File: src/rtl/mc_cpu.sv
// Multi-cycle MIPS-subset core: one shared ALU, one unified memory port with a req/ready handshake.
// Halts on an all-zero instruction and counts retired instructions.
module mc_cpu #(
  parameter logic [31:0] RESET_PC = 32'h0000_0000,
  parameter int          CNT_W    = 32
) (
  input  logic             clk,
  input  logic             rst,
  output logic             mem_req,
  output logic             mem_we,
  output logic [31:0]      mem_addr,
  output logic [31:0]      mem_wdata,
  input  logic [31:0]      mem_rdata,
  input  logic             mem_ready,
  output logic             halt,
  output logic [CNT_W-1:0] instret
);

  localparam logic [2:0] S_BOOT = 3'd0, S_FETCH = 3'd1, S_DECODE = 3'd2, S_EXEC = 3'd3,
                         S_MEM = 3'd4, S_WB = 3'd5, S_HALT = 3'd6;

  localparam logic [5:0] OP_R = 6'h00, OP_J = 6'h02, OP_JAL = 6'h03, OP_BEQ = 6'h04,
                         OP_BNE = 6'h05, OP_ADDIU = 6'h09, OP_SLTI = 6'h0A, OP_ANDI = 6'h0C,
                         OP_ORI = 6'h0D, OP_LUI = 6'h0F, OP_LW = 6'h23, OP_SW = 6'h2B;

  localparam logic [5:0] F_SLL = 6'h00, F_SRL = 6'h02, F_JR = 6'h08, F_ADDU = 6'h21,
                         F_SUBU = 6'h23, F_AND = 6'h24, F_OR = 6'h25, F_SLT = 6'h2A;

  logic [2:0]  state;
  logic [31:0] pc, ir, a, b, alu_out, mdr;
  logic [31:0] rf [32];

  logic [5:0]  op, funct;
  logic [4:0]  rs, rt, rd, shamt;
  logic [31:0] sext, zext, alu_res, br_target, wb_data;
  logic        br_taken, is_jr, wb_en;
  logic [4:0]  wb_sel;
  logic [CNT_W-1:0] cnt_one;

  assign op        = ir[31:26];
  assign rs        = ir[25:21];
  assign rt        = ir[20:16];
  assign rd        = ir[15:11];
  assign shamt     = ir[10:6];
  assign funct     = ir[5:0];
  assign sext      = {{16{ir[15]}}, ir[15:0]};
  assign zext      = {16'h0000, ir[15:0]};
  assign is_jr     = (op == OP_R) && (funct == F_JR);
  assign br_taken  = ((op == OP_BEQ) && (a == b)) || ((op == OP_BNE) && (a != b));
  // pc already holds PC+4 by the time a branch executes
  assign br_target = pc + {sext[29:0], 2'b00};
  assign cnt_one   = CNT_W'(1);

  always_comb begin
    alu_res = 32'h0;
    case (op)
      OP_R: begin
        case (funct)
          F_ADDU:  alu_res = a + b;
          F_SUBU:  alu_res = a - b;
          F_AND:   alu_res = a & b;
          F_OR:    alu_res = a | b;
          F_SLT:   alu_res = {31'h0, $signed(a) < $signed(b)};
          F_SLL:   alu_res = b << shamt;
          F_SRL:   alu_res = b >> shamt;
          default: alu_res = 32'h0;
        endcase
      end
      OP_ADDIU, OP_LW, OP_SW: alu_res = a + sext;
      OP_SLTI: alu_res = {31'h0, $signed(a) < $signed(sext)};
      OP_ANDI: alu_res = a & zext;
      OP_ORI:  alu_res = a | zext;
      OP_LUI:  alu_res = {ir[15:0], 16'h0000};
      default: alu_res = 32'h0;
    endcase
  end

  // unsupported encodings reach WB with wb_en low, so they retire as NOPs
  always_comb begin
    wb_en   = 1'b0;
    wb_sel  = rd;
    wb_data = alu_out;
    case (op)
      OP_R: begin
        case (funct)
          F_ADDU, F_SUBU, F_AND, F_OR, F_SLT, F_SLL, F_SRL: wb_en = 1'b1;
          default: wb_en = 1'b0;
        endcase
      end
      OP_ADDIU, OP_SLTI, OP_ANDI, OP_ORI, OP_LUI: begin
        wb_en  = 1'b1;
        wb_sel = rt;
      end
      OP_LW: begin
        wb_en   = 1'b1;
        wb_sel  = rt;
        wb_data = mdr;
      end
      default: wb_en = 1'b0;
    endcase
  end

  always_ff @(posedge clk or posedge rst) begin
    if (rst) begin
      state   <= S_BOOT;
      pc      <= RESET_PC;
      ir      <= 32'h0;
      a       <= 32'h0;
      b       <= 32'h0;
      alu_out <= 32'h0;
      mdr     <= 32'h0;
      instret <= '0;
      for (int i = 0; i < 32; i++) rf[i] <= 32'h0;
    end else begin
      case (state)
        S_BOOT: state <= S_FETCH;
        S_FETCH: begin
          if (mem_ready) begin
            ir    <= mem_rdata;
            pc    <= pc + 32'd4;
            state <= S_DECODE;
          end
        end
        S_DECODE: begin
          a <= rf[rs];
          b <= rf[rt];
          if (ir == 32'h0) begin
            state <= S_HALT;
          end else if ((op == OP_J) || (op == OP_JAL)) begin
            pc      <= {pc[31:28], ir[25:0], 2'b00};
            if (op == OP_JAL) rf[31] <= pc;
            instret <= instret + cnt_one;
            state   <= S_FETCH;
          end else if (is_jr) begin
            pc      <= rf[rs];
            instret <= instret + cnt_one;
            state   <= S_FETCH;
          end else begin
            state <= S_EXEC;
          end
        end
        S_EXEC: begin
          alu_out <= alu_res;
          if ((op == OP_BEQ) || (op == OP_BNE)) begin
            if (br_taken) pc <= br_target;
            instret <= instret + cnt_one;
            state   <= S_FETCH;
          end else if ((op == OP_LW) || (op == OP_SW)) begin
            state <= S_MEM;
          end else begin
            state <= S_WB;
          end
        end
        S_MEM: begin
          if (mem_ready) begin
            if (op == OP_SW) begin
              instret <= instret + cnt_one;
              state   <= S_FETCH;
            end else begin
              mdr   <= mem_rdata;
              state <= S_WB;
            end
          end
        end
        S_WB: begin
          if (wb_en && (wb_sel != 5'd0)) rf[wb_sel] <= wb_data;
          instret <= instret + cnt_one;
          state   <= S_FETCH;
        end
        S_HALT: state <= S_HALT;
        default: state <= S_BOOT;
      endcase
    end
  end

  assign mem_req   = (state == S_FETCH) || (state == S_MEM);
  assign mem_we    = (state == S_MEM) && (op == OP_SW);
  assign mem_addr  = (state == S_FETCH) ? {pc[31:2], 2'b00} :
                     (state == S_MEM)   ? {alu_out[31:2], 2'b00} : 32'h0;
  assign mem_wdata = mem_we ? b : 32'h0;
  assign halt      = (state == S_HALT);

endmodule

File: config.mk
export PLATFORM = sky130hd
export DESIGN_NAME = mc_cpu
export DESIGN_NICKNAME = d
export VERILOG_FILES = /design/src/rtl/mc_cpu.sv
export SDC_FILE = /design/constraint.sdc
export NUM_CORES = 2
export LEC_CHECK = 0
export BUFFER_PORTS_ARGS = -buffer_cell sky130_fd_sc_hd__clkbuf_2
export CORE_ASPECT_RATIO = 1.25
export CORE_MARGIN = 2
export CORE_UTILIZATION = 60
export CTS_CLUSTER_DIAMETER = 80
export DETAILED_ROUTE_END_ITERATION = 12
export MAX_ROUTING_LAYER = met4
export PLACE_DENSITY = 0.77
export SETUP_SLACK_MARGIN = 0.4
export SLEW_MARGIN = 20
export SYNTH_ARGS = -nofsm -noshare
export SYNTH_HDL_FRONTEND = slang
export SYNTH_SLANG_ARGS = --single-unit
File: constraint.sdc
create_clock -name clk -period 63.6 [get_ports clk]
set_input_delay 3.18 -clock clk [delete_from_list [all_inputs] [get_ports clk]]
set_output_delay 3.18 -clock clk [all_outputs]
set_load 0.02 [all_outputs]
==> impl_metrics.yaml <==
status:
  status: "finished clean"
drt:
  wl_per_cell_um: 34.0
  vias: 63100
  drt-total-wl_mm: 294
  vias_per_cell: 7.30
  antenna_left: 0
  dr.first_iter.drc_count: 8319
  drt_pass1_iterations: 7
  route.detailed.drc: 0
placement:
  routabilityCongestion: 1.12
  placed_cell_area_mm2: 0.0769
  place_worst_setup_slack_ns: 56.19
  dp.cells: 8415
  place_hpwl_mm: 195
  portBuffers: 131
worst_setup_path:
  cp_max_fo: 35
  critPathBufInv: 2
  cp_top_family: "simple AND/OR/NAND/NOR gates"
  r2r_cells: 12
  path_class: "reg -> out"
  crit_chain: "buf_4 -> nand2_1 -> nor2_1 -> nand2_2 -> nor3_1 -> clkbuf_2"
  worst_path_max_delay_cell: "nor3_1"
  cp_num_cells: 6
  crit_path_end_kind: "output port"
  max_stage_delay_ns: 0.56
  arrival_ns: 3.28
  cp-start-kind: "flop"
  worstPathRequired_ns: 60.42
timing:
  finalSetupViolCount: 0
  whs_ns: 0.397
  fin_setup_tns_ns: 0
  tightest_slew_ns: 1.29
  report.final.slew_viol_count: 0
  timing.final.crit_share_pct: 10.2
  clock_skew_ns: 0.0650
  slew_headroom_pct: 12.9
  fmax_mhz: 155
  layout_min_cycle_time_ns: 6.46
  rsz0062_at_grt: "false"
  finalHoldViolations: 0
  layout_setup_ws_ns: 57.14
power:
  power_mw: 3.65
  pwr-share-comb_pct: 47.1
  intPower_mw: 1.98
  netSwitchingFraction_pct: 45.8
  powerDensity_mw_per_mm2: 45.0
  p_sw_mw: 1.67
  peakVddDrop_mv: 0.0367
  power_leakage_nw: 34.8
  clkPwrFrac_pct: 21.4
  seqPwrFrac_pct: 31.5
floorplan:
  rows: 145
  dieArea_mm2: 0.128
  die_y_um: 400
  die_x_um: 320
  initial_utilization_pct: 60.3
  core-area_mm2: 0.125
  ios: 134
yosys:
  synth_top_area_share_pct: 41.7
  synth-seq-cells: 1251
  synthArstFlopShare_pct: 100
  ys_seq_area_share_pct: 41.7
  synth.area.top_cells: "dfrtp_1 42%, mux4_2 21%, a21oi_1 5.1%, o21ai_0 4.5%, nor2_1 4.0%"
  yosysTopAreaCell: "dfrtp_1"
  ys_warn_count: 0
  avgSynthCellArea_um2: 10.5
  syn-cell-area_mm2: 0.0751
  synthCells: 7160
  synth_edf_count: 0
  synth_flop_cell: "dfrtp_1"
  synth_cell_types: 94
global_routing:
  grt_pass1_vias: 63100
  grt_start_max_net_pins: 187
  grt_overflow: 0
  grt_usage_pct: 47.7
  antenna_found_initial: 17
  grt_pass1_wl_mm: 426
cts:
  clock_path_buffers: 3
  clk_latency_ns: 0.79
  htreeDepth: 3
  cts_made_buffers: 121
  cts_setup_buffers: 0
  cts_resized: 0
  cts_tree: "done"
  cts_sinks: 1251
  root_buffer: "clkbuf_16"
  clk_pin_slew_ns: 0.07
  hold_buffers: 0
finish:
  finalNonFillerCells: 8654
  fin_util_pct: 65.1
  n_fill_cell: 9415
  area_growth_pct: 8.09
  fin_nets: 7180
  stdcell_area_mm2: 0.0812
  drive_gt1_share_pct: 19.9
worst_hold_path:
  holdCritPathClass: "reg -> reg"
  whs_path_depth: 0
run:
  cap_viol_max_count: 0
## worst register-to-register path: stages, from the launching register on
cell	delay [ns]
dfrtp_1	0.40
inv_1	0.29
ha_1	0.70
nand3_1	0.29
a2111oi_1	1.03
a21oi_1	0.34
o211ai_1	0.26
a21oi_1	0.14
o31ai_1	0.32
xnor2_1	0.19
o311ai_0	0.15
o21ai_0	1.05
a31oi_1	0.18
## synthesized netlist by cell type (29+ instances only)
cell type	n
a211oi_1	36
nand3_1	46
o211ai_1	33
nor4_1	32
nor3_1	99
a221oi_1	29
nand2_1	769
buf_2	107
a21oi_1	762
a22oi_1	39
ha_1	220
xnor2_1	79
inv_1	159
a31oi_1	64
nand4_1	29
nor2_1	809
mux2i_1	128
mux2_2	55
mux4_2	694
a21o_1	34
o21ai_0	681
buf_1	85
xor2_1	30
clkbuf_1	484
a22o_1	33
dfrtp_1	1251
## cells in the final DEF, fill, tap and decap left out, drive strengths merged, types with 16 or more instances in the layout
master  netlist  layout
a22oi        39      39
nand4        29      29
buf         201     191
clkbuf      484     308
and2         20      20
xnor2        79      79
nand2b       27      27
o211ai       33      33
xor2         30      30
a211oi       36      36
nand2       769     769
ha          220     220
inv         161     165
dfrtp      1251    1251
o221ai       28      28
clkinv        2      30
mux2         57      57
nor2        811     811
nor2b        23      23
mux2i       131     131
mux4        694     694
o21bai       28      28
or3          20      20
nor4         38      38
o31ai        16      16
a21o         34      34
nor3        103     103
o21ai       693     693
nand3        47      47
a22o         33      33
a31oi        65      65
a221oi       30      30
a21oi       762     762
## kinds of logic after synthesis
kind of cell	Yosys count	share of synthesized area [%]
multiplexers	882	23.4
AO/OA/AOI/OAI	1912	14.5
flip-flops	1251	41.7
adder cells (fa/ha/maj)	224	3.77
buffers and inverters	848	4.47
AND/OR/NAND/NOR	1933	10.8
XOR/XNOR	109	1.27
other	1	0.00499
## power by group through the flow
| stage | sequential [mW] | clock, mW | combinational [mW] |
|---|---|---|---|
| 3_3_place_gp | 1.14 | 0 | 1.66 |
| 2_1_floorplan | 1.02 | 0 | 1.15 |
| 3_5_place_dp | 1.15 | 0 | 1.66 |
| 6_report | 1.15 | 0.779 | 1.72 |
| 4_1_cts | 1.13 | 0.779 | 1.67 |
| 5_1_grt | 1.16 | 0.810 | 1.79 |
## routing by layer
metal / routed length, µm / part of all wire (%) / track usage [%] / vias up
met5: 0 / 0 / - / -
met2: 134000 / 46 / 70.9 / 4558
li1: - / - / - / 25700
met4: 26200 / 8.9 / 35.7 / 0
met1: 101000 / 35 / 57.3 / 31700
met3: 32300 / 11 / 11.0 / 1207
## cell type report
type                       instances  area (µm²)  share of cell area [%]
antenna                           12        30.0                  0.0370
sequential                      1251       31300                    38.6
clock inverter                    50         756                   0.931
clock buffer                     177        3520                    4.33
inverter                         163         624                   0.769
timing repair buffer             322        2170                    2.68
multi-input combinational       5062       40700                    50.2
tap                             1617        2020                    2.49
## registers in the layout (all words and copies together), names as in the netlist, 32 cells and up
| register | flops |
|---|---|
| mdr | 32 |
| b | 32 |
| ir | 32 |
| a | 32 |
| alu_out | 32 |
| rf | 1024 |
| instret | 32 |
| pc | 32 |
## path summary, 6_finish.rpt
path / start / slack, ns / to
min reg2reg: rf[1015] / 0.40 / rf[1015]
min in group asynchronous: rst / 2.52 / alu_out[3]
max: ir[27] / 57.14 / mem_wdata[9]
max in group asynchronous: rst / 57.45 / rf[865]
min: rf[1015] / 0.40 / rf[1015]
max reg2reg: b[9] / 58.08 / alu_out[31]
Note: power is estimated with default switching activity, not from simulation.
